$ cat src/rtl/mem_store_buf_pkg.sv
// Shared types and defaults for the MEM-stage store buffer.
package mem_store_buf_pkg;

  localparam int unsigned SB_ADDR_W_DEF = 10;
  localparam int unsigned SB_DATA_W_DEF = 32;
  localparam int unsigned SB_DEPTH_DEF  = 4;

  typedef enum logic {
    SB_IDLE     = 1'b0,
    SB_WAIT_ACK = 1'b1
  } sb_state_e;

  function automatic int unsigned sb_ptr_w(input int unsigned depth);
    return $clog2(depth);
  endfunction

endpackage

$ cat src/rtl/mem_store_buf_fwd_match.sv
// Age-ordered address compare over the queued stores; the youngest matching entry wins.
module mem_store_buf_fwd_match
  import mem_store_buf_pkg::*;
#(
  parameter int unsigned ADDR_W   = SB_ADDR_W_DEF,
  parameter int unsigned DATA_W   = SB_DATA_W_DEF,
  parameter int unsigned SB_DEPTH = SB_DEPTH_DEF
) (
  input  logic [SB_DEPTH-1:0]             ent_valid,
  input  logic [SB_DEPTH-1:0][ADDR_W-1:0] ent_addr,
  input  logic [SB_DEPTH-1:0][DATA_W-1:0] ent_data,
  input  logic [$clog2(SB_DEPTH)-1:0]     rd_ptr,
  input  logic [ADDR_W-1:0]               ld_addr,
  output logic                            fwd_hit_c,
  output logic [DATA_W-1:0]               fwd_data_c
);

  localparam int unsigned PTR_W = sb_ptr_w(SB_DEPTH);

  logic [PTR_W-1:0] idx;

  // Walk oldest to youngest so a later match overrides an earlier one.
  always_comb begin
    fwd_hit_c  = 1'b0;
    fwd_data_c = '0;
    idx        = '0;
    for (int unsigned i = 0; i < SB_DEPTH; i++) begin
      idx = rd_ptr + PTR_W'(i);
      if (ent_valid[idx] && (ent_addr[idx] == ld_addr)) begin
        fwd_hit_c  = 1'b1;
        fwd_data_c = ent_data[idx];
      end
    end
  end

endmodule

$ cat src/rtl/mem_store_buf.sv
// Store buffer between MEM stage and data RAM: queues stores, drains via req/ack,
// forwards queued store data to matching loads.
module mem_store_buf
  import mem_store_buf_pkg::*;
#(
  parameter int unsigned ADDR_W   = SB_ADDR_W_DEF,
  parameter int unsigned DATA_W   = SB_DATA_W_DEF,
  parameter int unsigned SB_DEPTH = SB_DEPTH_DEF
) (
  input  logic                        clk,
  input  logic                        rst,
  input  logic [ADDR_W-1:0]           mem_addr_i,
  input  logic                        mem_we_i,
  input  logic                        mem_re_i,
  input  logic [DATA_W-1:0]           mem_wdata_i,
  output logic [DATA_W-1:0]           mem_rdata_o,
  output logic                        stall_req_o,
  output logic [ADDR_W-1:0]           ram_raddr_o,
  input  logic [DATA_W-1:0]           ram_rdata_i,
  output logic                        ram_wreq_o,
  output logic [ADDR_W-1:0]           ram_waddr_o,
  output logic [DATA_W-1:0]           ram_wdata_o,
  input  logic                        ram_wack_i,
  output logic [$clog2(SB_DEPTH):0]   sb_count_o
);

  localparam int unsigned PTR_W = sb_ptr_w(SB_DEPTH);
  localparam int unsigned CNT_W = PTR_W + 1;

  logic [SB_DEPTH-1:0][ADDR_W-1:0] ent_addr;
  logic [SB_DEPTH-1:0][DATA_W-1:0] ent_data;
  logic [SB_DEPTH-1:0]             ent_valid_q, ent_valid_d;
  logic [PTR_W-1:0]                wr_ptr_q, rd_ptr_q;
  logic [CNT_W-1:0]                count_q, count_d;
  sb_state_e                       state_q, state_d;

  logic                            full;
  logic                            push;
  logic                            pop;
  logic                            fwd_hit;
  logic [DATA_W-1:0]               fwd_data;

  assign full  = (count_q == CNT_W'(SB_DEPTH));
  assign push  = mem_we_i && !full;
  assign pop   = (state_q == SB_WAIT_ACK) && ram_wack_i;

  // Full check ignores a same-cycle ack on purpose.
  assign stall_req_o = mem_we_i && full;

  assign count_d = count_q + CNT_W'(push) - CNT_W'(pop);

  always_comb begin
    ent_valid_d = ent_valid_q;
    if (pop) begin
      ent_valid_d[rd_ptr_q] = 1'b0;
    end
    if (push) begin
      ent_valid_d[wr_ptr_q] = 1'b1;
    end
  end

  // Drain FSM next state; stays in WAIT_ACK while entries remain after this edge.
  always_comb begin
    state_d = state_q;
    case (state_q)
      SB_IDLE: begin
        if (count_q != '0) begin
          state_d = SB_WAIT_ACK;
        end
      end
      SB_WAIT_ACK: begin
        if (count_d == '0) begin
          state_d = SB_IDLE;
        end
      end
      default: state_d = SB_IDLE;
    endcase
  end

  always_ff @(posedge clk or negedge rst) begin
    if (!rst) begin
      state_q     <= SB_IDLE;
      wr_ptr_q    <= '0;
      rd_ptr_q    <= '0;
      count_q     <= '0;
      ent_valid_q <= '0;
    end else begin
      state_q     <= state_d;
      count_q     <= count_d;
      ent_valid_q <= ent_valid_d;
      if (push) begin
        wr_ptr_q <= wr_ptr_q + PTR_W'(1);
      end
      if (pop) begin
        rd_ptr_q <= rd_ptr_q + PTR_W'(1);
      end
    end
  end

  // Entry payload carries no reset; the valid bits gate every use of it.
  always_ff @(posedge clk) begin
    if (push) begin
      ent_addr[wr_ptr_q] <= mem_addr_i;
      ent_data[wr_ptr_q] <= mem_wdata_i;
    end
  end

  mem_store_buf_fwd_match #(
    .ADDR_W   (ADDR_W),
    .DATA_W   (DATA_W),
    .SB_DEPTH (SB_DEPTH)
  ) u_fwd_match (
    .ent_valid  (ent_valid_q),
    .ent_addr   (ent_addr),
    .ent_data   (ent_data),
    .rd_ptr     (rd_ptr_q),
    .ld_addr    (mem_addr_i),
    .fwd_hit_c  (fwd_hit),
    .fwd_data_c (fwd_data)
  );

  // Head entry cannot be overwritten while requested, so these stay stable until ack.
  assign ram_wreq_o  = (state_q == SB_WAIT_ACK);
  assign ram_waddr_o = ram_wreq_o ? ent_addr[rd_ptr_q] : '0;
  assign ram_wdata_o = ram_wreq_o ? ent_data[rd_ptr_q] : '0;
  assign sb_count_o  = count_q;

  assign ram_raddr_o = rst ? mem_addr_i : '0;
  assign mem_rdata_o = !rst                   ? '0       :
                       (mem_re_i && fwd_hit)  ? fwd_data :
                                                ram_rdata_i;

endmodule

$ cat config.mk
export PLATFORM = sky130hd
export DESIGN_NAME = mem_store_buf
export DESIGN_NICKNAME = d
export VERILOG_FILES = /design/src/rtl/mem_store_buf_pkg.sv /design/src/rtl/mem_store_buf_fwd_match.sv /design/src/rtl/mem_store_buf.sv
export SDC_FILE = /design/constraint.sdc
export NUM_CORES = 1
export LEC_CHECK = 0
export ABC_AREA = 1
export BUFFER_PORTS_ARGS = -buffer_cell sky130_fd_sc_hd__buf_2
export CAP_MARGIN = 20
export CORE_AREA = 2 2 147 149
export CTS_BUF_LIST = sky130_fd_sc_hd__clkbuf_8
export DETAILED_ROUTE_END_ITERATION = 12
export DIE_AREA = 0 0 149 151
export GPL_TIMING_DRIVEN = 0
export PLACE_DENSITY = 0.87
export SLEW_MARGIN = 20
export SYNTH_ARGS = -nofsm -noshare
export SYNTH_HDL_FRONTEND = slang
export SYNTH_SLANG_ARGS = --single-unit
$ cat constraint.sdc
create_clock -name clk -period 5.8 [get_ports clk]
set_input_delay 0.29 -clock clk [delete_from_list [all_inputs] [get_ports clk]]
set_output_delay 0.29 -clock clk [all_outputs]
set_load 0.005 [all_outputs]
==> impl_results.md <==
- Mux contribution to synthesized area: 0%
- Largest family of logic cells by synthesized area: simple AND/OR/NAND/NOR gates
- Drt first pass iters: 8
- GR Overflow Total: 0
- Static Leakage: 7.59 nW
- Layout cells sized above 1: 15.1%
- Max-cap violations: 0
- Hold EP: ent_data[33]
- Final wirelength: 46.8 mm
- PD cells: 543 nW/um2
- Slowest CP cell: nor2_1
- Worst path required time: 5.51 ns
- Largest net degree at the start of global routing: 20
- Num CTS Buffers: 17
- R2R setup slack: 2.45 ns
- Cell seen most often among critical-path stages: nand2_1
- Final #Nets: 2261
- Worst Min Path Start: mem_wdata_i[1]
- Area of the core: 20800 um2
- Remaining antenna violation count: 0
- CTS root buf: clkbuf_8
- Via count: 14700
- Post-DR wirelength/cell: 19.0 um
- I/O pin count: 168
- Compound-Gate Fraction of Synth Area: 11.7%
- Post-synthesis simple-gate area fraction: 35.0%
- Primary FF master, synth: edfxtp_1
- First-pass GRT wire length: 70.5 mm
- Initial antenna violation count: 2
- FMAX: 187 MHz
- Top cells by count, synth: nand2_1 (700), o21ai_0 (252), inv_1 (247)
- Crit-path max FO: 20
- Top cell type's share of synthesized area: 37.7%
- Util after Layout: 73.1%
- Initial Util: 64.3%
- Final hold vios: 0
- Setup TNS Final: 0 ns
- FF+latch count, synth: 180
- Unique masters post-synth: 37
- Max Slew Vio Count: 0
- Hold Crit Class: in -> reg
- Reg2reg end: rd_ptr_q[1]
- Clock Pin Slew Worst Setup and Hold Paths: 0.11 ns
- Number of enable flip-flop cells after synthesis: 168
- RSZ-0062 raised after global routing: no
- Critical R2R Launch: rd_ptr_q[1]
- Hpwl dp: 34.1 mm
- Die width: 149 um
- Cells along the critical path: buf_4 -> inv_2 -> buf_4 -> buf_6 -> buf_2 -> ha_1 -> buf_4 -> inv_2 -> buf_4 -> nand3_2 -> nand2_1 -> nand2_1 -> nand2_1 -> nand2_1 -> nor2_4 -> nand3_4 -> nand2_2 -> nor2_4 -> nor2_1 -> nand2_1 -> nor2_1 -> nor2_1 -> buf_2
- Iteration-0 DRC Markers: 1876
- Arrival time worst endpoint: 5.05 ns
- Synth Warn #: 0
- Die Y: 151 um
- I/O Buffers: 167
- Post-route DRC: 0
- Fillers: 1713
- # rows: 53
- CP Class: reg -> out
- Period utilization: 92.1%
- Post-CTS Setup Bufs: 0
- Reg2Reg Depth: 11
- Pin slew with the least headroom to its limit: 0.824 ns
- Mapped Area: 13400 um2
- Top delay family on crit path: simple AND/OR/NAND/NOR gates
- Largest area contributor in the netlist: edfxtp_1
- Vias in the first global route: 13400
- Synth Area in Adders: 1.08%
- Slew HR: 45.0%
- Crit path launch type: flop
- Max H-tree Level: 4
- Total power: 8.26 mW
- Worst path max stage delay: 0.44 ns
- Placed cells: 2427
- Vias per inst: 5.96
- Cell count after synthesis: 1977
- GP Congestion: 0.964
- Clk_skew: 0.0177 ns
- Status: finished clean
- Die area: 22500 um2
- CTS Buffer Depth: 2
- # setup viols final: 0
- CP endpoint kind: output pin
- Tot GR Track Use: 41.4%
- Clock tree sinks: 180
- Syn Area/Cell: 6.77 um2
- Post-Layout Cell Count: 2462
- TritonCTS clock tree: done
- Syn_nets: 2067
- Synth top area cells: edfxtp_1 (38%), nand2_1 (20%), o21ai_0 (9.4%), nand3_1 (7.3%), inv_1 (6.9%)
- Maximum VDD drop: 0.430 mV
- Post-CTS resize count: 0
- Hold path cells: 1
- Sequential element share of the synthesized area: 39.9%
- Area Overhead vs Synth: 13.6%
- Count leader, synth: nand2_1
- Post-synthesis xor/xnor area fraction: 0.327%
- Post-synth ARST share: 6.67%
- Buffers and inverters on the worst path: 9
- Fin crit period: 5.34 ns
- Clock latency at the later pin of the worst-skew pair: 0.49 ns
registers in the layout, summed over array words and instances, names as in the netlist:
| register | count |
|---|---|
| ent_data | 128 |
| ent_addr | 40 |
| ent_valid_q | 4 |
| sb_count_o | 3 |
| rd_ptr_q | 2 |
| wr_ptr_q | 2 |
| ram_wreq_o | 1 |
worst reg2reg max path: cells and delay by family (launching register included):
| kind | cells | cell delay (ns) |
|---|---|---|
| AO/OA/AOI/OAI | 1 | 0.20 |
| buffers and inverters | 9 | 2.26 |
| adder cells (fa/ha/maj) | 1 | 0.33 |
| flip-flops | 1 | 0.43 |
per-stage QoR:
step	worst slack [ns]	instance area, um2	hold slack, ns
global placement	0.878	14600	0.182
floorplan	2.38	13400	-0.00559
global route	0.245	15200	0.00209
CTS	0.283	15200	0.00329
detailed placement	0.846	14800	0.188
finish	0.459	15200	0.00357
area by class of cell:
cell class | count | area, um2 | area share [%]
multi-input cells | 1422 | 6470 | 42.5
well taps | 275 | 344 | 2.26
repair buffers | 176 | 1050 | 6.91
diodes | 3 | 7.51 | 0.0493
plain buffers | 119 | 636 | 4.18
flip-flops and latches | 180 | 5350 | 35.1
clock buffers | 17 | 234 | 1.54
clock inverters | 15 | 160 | 1.05
inverters | 255 | 965 | 6.34
power by group:
| group | internal, mW | switching, mW | leakage [nW] |
|---|---|---|---|
| sequential | 1.72 | 0.121 | 1.68 |
| clock | 0.325 | 0.570 | 0.204 |
| combinational | 1.64 | 3.88 | 5.71 |
| total | 3.68 | 4.57 | 7.59 |
logic make-up (layout without fill, tap and decap cells):
family / Yosys count / after routing
adder cells (fa/ha/maj): 11 / 11
buffers and inverters: 375 / 582
AND/OR/NAND/NOR: 1103 / 1103
AO/OA/AOI/OAI: 303 / 303
flip-flops: 180 / 180
XOR/XNOR: 5 / 5
other: 0 / 3
placed cells by master (no fill, tap or decap), types with 8 or more instances in the layout:
cell type,netlist,final
a21oi_1,24,24
a21oi_2,10,10
buf_2,34,201
buf_4,15,15
buf_6,12,12
clkbuf_1,53,52
clkbuf_8,0,17
dfrtp_1,12,12
edfxtp_1,168,168
ha_1,10,10
inv_1,247,248
nand2_1,700,700
nand2_2,8,8
nand3_1,195,195
nand4_1,9,9
nor2_1,113,109
nor2_4,5,9
nor3_1,22,22
nor3_2,10,10
o21ai_0,252,252
o21ai_1,14,14
or2_0,12,12
or2_1,8,8
or2_2,10,10
repair_timing:
action | CTS | global route
hold buffers | 1 | 0
setup endpoints to repair | 0 | 2
hold endpoints to repair | 12 | 0
worst max-delay path by stage:
stage | start | to | cells past startpoint
final | rd_ptr_q[1] | mem_rdata_o[0] | 23
after global routing | rd_ptr_q[1] | mem_rdata_o[0] | 23
after CTS | rd_ptr_q[1] | mem_rdata_o[0] | 24
after detailed placement | rd_ptr_q[1] | mem_rdata_o[0] | 24
after global placement | sb_count_o[1] | ent_data[40] | 5
after floorplan | rd_ptr_q[1] | mem_rdata_o[2] | 23
per-layer routing:
metal,track usage [%],wire [um],vias up
li1,-,-,6742
met1,54.9,17100,6594
met2,64.6,20600,1149
met3,7.77,6540,180
met4,22.4,2500,2
met5,0,14,-
No activity file was read; power rests on OpenSTA's default activity.
